<file path="src/rtl/serial_tx8.sv">
// Parallel-to-serial frame transmitter: start bit, 8 data bits LSB first,
// optional even-parity bit, stop bit; each bit held for CLKS_PER_BIT clocks.
module serial_tx8 #(
    parameter int CLKS_PER_BIT = 4,
    parameter int PARITY_EN    = 1
) (
    input  logic       clk,
    input  logic       rst,
    input  logic [7:0] din,
    input  logic       load,
    output logic       ready,
    output logic       busy,
    output logic       tx,
    output logic       done
);

    typedef enum logic [2:0] {
        IDLE   = 3'd0,
        START  = 3'd1,
        DATA   = 3'd2,
        PARITY = 3'd3,
        STOP   = 3'd4
    } state_t;

    localparam logic [7:0] CNT_MAX = 8'(CLKS_PER_BIT - 1);

    state_t     state_r;
    state_t     next_state_s;
    logic [7:0] cnt_r;
    logic [7:0] next_cnt_s;
    logic [2:0] idx_r;
    logic [2:0] next_idx_s;
    logic [7:0] shift_r;
    logic [7:0] next_shift_s;
    logic       parity_r;
    logic       next_parity_s;
    logic       tx_r;
    logic       next_tx_s;
    logic       done_r;
    logic       next_done_s;
    logic       ready_r;
    logic       busy_r;
    logic       bit_end_s;

    function automatic logic even_parity(input logic [7:0] word);
        return ^word;
    endfunction

    assign bit_end_s = (cnt_r == CNT_MAX);
    assign ready     = ready_r;
    assign busy      = busy_r;
    assign tx        = tx_r;
    assign done      = done_r;

    // Next-state, counters, shift register and the value tx takes after the edge.
    always_comb begin
        next_state_s  = state_r;
        next_cnt_s    = cnt_r;
        next_idx_s    = idx_r;
        next_shift_s  = shift_r;
        next_parity_s = parity_r;
        next_tx_s     = 1'b1;
        next_done_s   = 1'b0;
        case (state_r)
            IDLE: begin
                if (load) begin
                    next_state_s  = START;
                    next_shift_s  = din;
                    next_parity_s = even_parity(din);
                    next_cnt_s    = 8'd0;
                    next_idx_s    = 3'd0;
                    next_tx_s     = 1'b0;
                end else begin
                    next_tx_s = 1'b1;
                end
            end
            START: begin
                if (bit_end_s) begin
                    next_state_s = DATA;
                    next_cnt_s   = 8'd0;
                    next_tx_s    = shift_r[0];
                end else begin
                    next_cnt_s = cnt_r + 8'd1;
                    next_tx_s  = 1'b0;
                end
            end
            DATA: begin
                if (bit_end_s) begin
                    next_cnt_s   = 8'd0;
                    next_shift_s = {1'b0, shift_r[7:1]};
                    if (idx_r == 3'd7) begin
                        next_idx_s = 3'd0;
                        if (PARITY_EN != 0) begin
                            next_state_s = PARITY;
                            next_tx_s    = parity_r;
                        end else begin
                            next_state_s = STOP;
                            next_tx_s    = 1'b1;
                        end
                    end else begin
                        next_idx_s = idx_r + 3'd1;
                        next_tx_s  = shift_r[1];
                    end
                end else begin
                    next_cnt_s = cnt_r + 8'd1;
                    next_tx_s  = shift_r[0];
                end
            end
            PARITY: begin
                if (bit_end_s) begin
                    next_state_s = STOP;
                    next_cnt_s   = 8'd0;
                    next_tx_s    = 1'b1;
                end else begin
                    next_cnt_s = cnt_r + 8'd1;
                    next_tx_s  = parity_r;
                end
            end
            STOP: begin
                if (bit_end_s) begin
                    next_state_s = IDLE;
                    next_cnt_s   = 8'd0;
                    next_done_s  = 1'b1;
                end else begin
                    next_cnt_s = cnt_r + 8'd1;
                end
                next_tx_s = 1'b1;
            end
            default: begin
                next_state_s = IDLE;
                next_cnt_s   = 8'd0;
                next_idx_s   = 3'd0;
                next_tx_s    = 1'b1;
            end
        endcase
    end

    // State and output registers; ready/busy are decoded from the next state
    // so they stay aligned with the state register.
    always_ff @(posedge clk or posedge rst) begin
        if (rst) begin
            state_r  <= IDLE;
            cnt_r    <= 8'd0;
            idx_r    <= 3'd0;
            shift_r  <= 8'd0;
            parity_r <= 1'b0;
            tx_r     <= 1'b1;
            done_r   <= 1'b0;
            ready_r  <= 1'b1;
            busy_r   <= 1'b0;
        end else begin
            state_r  <= next_state_s;
            cnt_r    <= next_cnt_s;
            idx_r    <= next_idx_s;
            shift_r  <= next_shift_s;
            parity_r <= next_parity_s;
            tx_r     <= next_tx_s;
            done_r   <= next_done_s;
            ready_r  <= (next_state_s == IDLE);
            busy_r   <= (next_state_s != IDLE);
        end
    end

endmodule

</file>
<file path="config.mk">
export PLATFORM = sky130hd
export DESIGN_NAME = serial_tx8
export DESIGN_NICKNAME = d
export VERILOG_FILES = /design/src/rtl/serial_tx8.sv
export SDC_FILE = /design/constraint.sdc
export NUM_CORES = 1
export LEC_CHECK = 0
export CORE_UTILIZATION = 57
export DETAILED_ROUTE_END_ITERATION = 10
export DONT_BUFFER_PORTS = 1
export PLACE_DENSITY = 0.76
export SETUP_SLACK_MARGIN = 0.5
export SYNTH_ARGS = -nofsm -noshare
export SYNTH_HDL_FRONTEND = slang
export SYNTH_SLANG_ARGS = --single-unit
export TNS_END_PERCENT = 1
</file>
<file path="constraint.sdc">
create_clock -name clk -period 3.1 [get_ports clk]
set_clock_uncertainty 0.15 [all_clocks]
set_input_delay 0.62 -clock clk [delete_from_list [all_inputs] [get_ports clk]]
set_output_delay 0.62 -clock clk [all_outputs]
set_load 0.03 [all_outputs]
</file>
==> flow_summary.toml <==
[detailed_routing]
wl_met3_um = 81
post_drt_via_cell_ratio = 6.048
wl_met1_um = 1253
post_drt_wl_per_cell_um = 15.23
drc = 0
dr_wl_met2_um = 1184
drt-pass1-iter-count = 4
top_layer = "met4"
wirelength_um = 2543
num_vias = 1010
drtIter0Drc = 40
antenna_left = 0

[cells_and_area]
area_growth_pct = 2.884
fin_util_pct = 61.82
fin_area_sq_mm = 0.001518
fin_nets = 152
drive_above_1_share_pct = 16.79
n_antenna_cell = 0

[yosys]
ys_ff_latch = 27
synthDominantCellAreaShare_pct = 42.41
synthFlopType = "dfrtp_1"
synthDistinctLibCells = 46
yosys.area.top_type = "dfrtp_1"
synth_nets = 151
synth_top_cells_by_area = "dfrtp_1, xnor2_1, o221a_2, nor2_1, nand2b_1"
seq_area_frac_synth_pct = 45.97
synthCells = 137
ys_async_sr_fraction_pct = 100.0
synth_warnings = 0
mappedNetlistArea_sq_mm = 0.001475
synth_edf_count = 0
syn_area_per_cell_sq_um = 10.77
synth_most_common_cell = "dfrtp_1"
synth_common_cells = "dfrtp_1, nor2_1, xnor2_1"

[timing]
maxClockFrequency_mhz = 476.7
fin_setup_tns_ns = 0
period_share_pct = 67.66
worst_pin_slew_ns = 0.9945
setup_viol = 0
maxSlewViolCount = 0
hold_viol = 0
min_period_ns = 2.098
grt_setup_unrepaired = "false"
relSlewSlack_pct = 33.63

[pwr]
power_density_mw_per_mm2 = 820.8
p_sw_uw = 495.1
power.internal_uw = 750.7
clock_power_share_pct = 11.9
power_frac_seq_pct = 50.2
ir_worst_vdd_mv = 0.4206
p_sw_share_pct = 39.74
power.total_mw = 1.246
pwr-share-comb_pct = 38.0
leakage_nw = 0.6310

[cts]
path_clk_slew_ns = 0.14
clk_path_buf_depth = 2
cts_tree = "done"
cts-root-buf = "clkbuf_4"
cts_resized = 0
clock_sinks = 27
ctsHoldBuffers = 0
htreeDepth = 1
cts_made_buffers = 3
cts_setup_buffers = 0
clock_latency_ns = 0.31

[critical_path]
setup.worst_path.class = "flop to flop"
cp_slowest_cell = "dfrtp_1"
slowest_delay_ns = 0.42
critPathMaxFanout = 7
start_kind = "flop"
crit_required_ns = 3.17
crit_chain = "ha_1 > nor4b_4 > and2_0 > a211oi_2 > mux2_4"
end_kind = "flop"
crit_arrival_ns = 2.17

[floorplanning]
io_pins = 15
die_h_um = 52.87
start_util_pct = 60.09
core_area_sq_mm = 0.002455
rows = 18
die-area_sq_mm = 0.002795
die_w_um = 52.87

[hold_path]
hp-class = "input pin to asynchronous set/reset pin"

[placement]
port_buffers = 0
hpwl_um = 1904
place_congestion = 0.8572
dpl_cell_area_sq_mm = 0.001491

[job]
drv_cap = 0

[grt]
grt_max_degree = 28
grt-ovfl-total = 0
grt_use_total_pct = 21.38
grt_pass1_wl_um = 4326
antenna_found_initial = 0
grt_pass1_vias = 925

[run_status]
outcome = "complete, no violations"
==> final timing paths <==
check	startpoint	to	slack, ns	depth (start not counted)
worst max-delay path	cnt_r[0]$_DFFE_PP0P_	idx_r[0]$_DFFE_PP0P_	1.00	5
worst min-delay path	rst	shift_r[6]$_DFFE_PP0P_	0.26	1
worst max register to register	cnt_r[0]$_DFFE_PP0P_	idx_r[0]$_DFFE_PP0P_	1.00	5
worst min register to register	shift_r[0]$_DFFE_PP0P_	tx$_DFF_PP1_	0.38	1
max in group asynchronous	rst	state_r[1]$_DFF_PP0_	1.94	1
min in group clk	load	ready$_DFF_PP1_	0.37	2
==> through the flow <==
step | instances | hold slack [ns] | setup WS (ns)
2_1_floorplan | 137 | 0.3109 | 1.326
3_3_place_gp | 163 | 0.3406 | 1.126
3_5_place_dp | 163 | 0.3479 | 1.061
4_1_cts | 167 | 0.2947 | 1.034
5_1_grt | 167 | 0.3374 | 0.8251
6_report | 167 | 0.2554 | 1.002
==> power groups by stage <==
stage | combinational, mW | clock (mW) | sequential [mW]
after global placement | 0.457 | 0 | 0.626
after global routing | 0.527 | 0.169 | 0.645
final | 0.473 | 0.148 | 0.625
after floorplan | 0.447 | 0 | 0.568
after CTS | 0.476 | 0.156 | 0.622
after detailed placement | 0.472 | 0 | 0.631
==> cell type report <==
class                   count  area, sq um
fillers                   194        937.1
multi-input cells         102        760.7
flip-flops and latches     27        678.2
well taps                  30        37.54
clock buffers               4        26.28
inverters                   4        15.01
==> flip-flops by register name (all words and copies together), names as in the netlist <==
register / count
state_r: 3
parity_r: 1
ready: 1
done: 1
busy: 1
tx: 1
cnt_r: 8
idx_r: 3
shift_r: 8
==> kinds of logic (layout without fill, tap and decap cells) <==
family / count (synthesis) / in the layout / synth area share [%]
fa+ha+maj: 3 / 3 / 2.545
buf+inv: 8 / 8 / 2.459
xor+xnor: 14 / 14 / 8.312
mux: 2 / 2 / 1.696
compound gates: 29 / 29 / 18.32
flops: 27 / 27 / 45.97
simple gates: 54 / 54 / 20.70
==> cells in the final DEF (no fill, tap or decap), types with 2 or more instances in the layout <==
cell type	n
dfstp_2	2
a21oi_1	4
nand4_1	2
ha_1	3
nand2b_1	9
a22o_1	2
nand2_1	8
nor3_1	3
xnor2_1	12
nand3_1	4
clkbuf_4	3
xor2_1	2
inv_1	4
nor2_1	17
dfrtp_1	25
o221a_2	7
o21ai_0	2
==> critical path: cells and delay by family (launching register included) <==
kind	cells	cell delay, ns
mux	1	0.28
simple gates	2	0.77
flops	1	0.42
compound gates	1	0.16
fa+ha+maj	1	0.22
==> layer usage <==
layer	up-vias	track usage, %
li1	494	-
met1	494	30.36
met2	18	33.33
met3	4	2.586
met4	0	7.456
met5	-	0
Power figures use the tool's default switching activity.
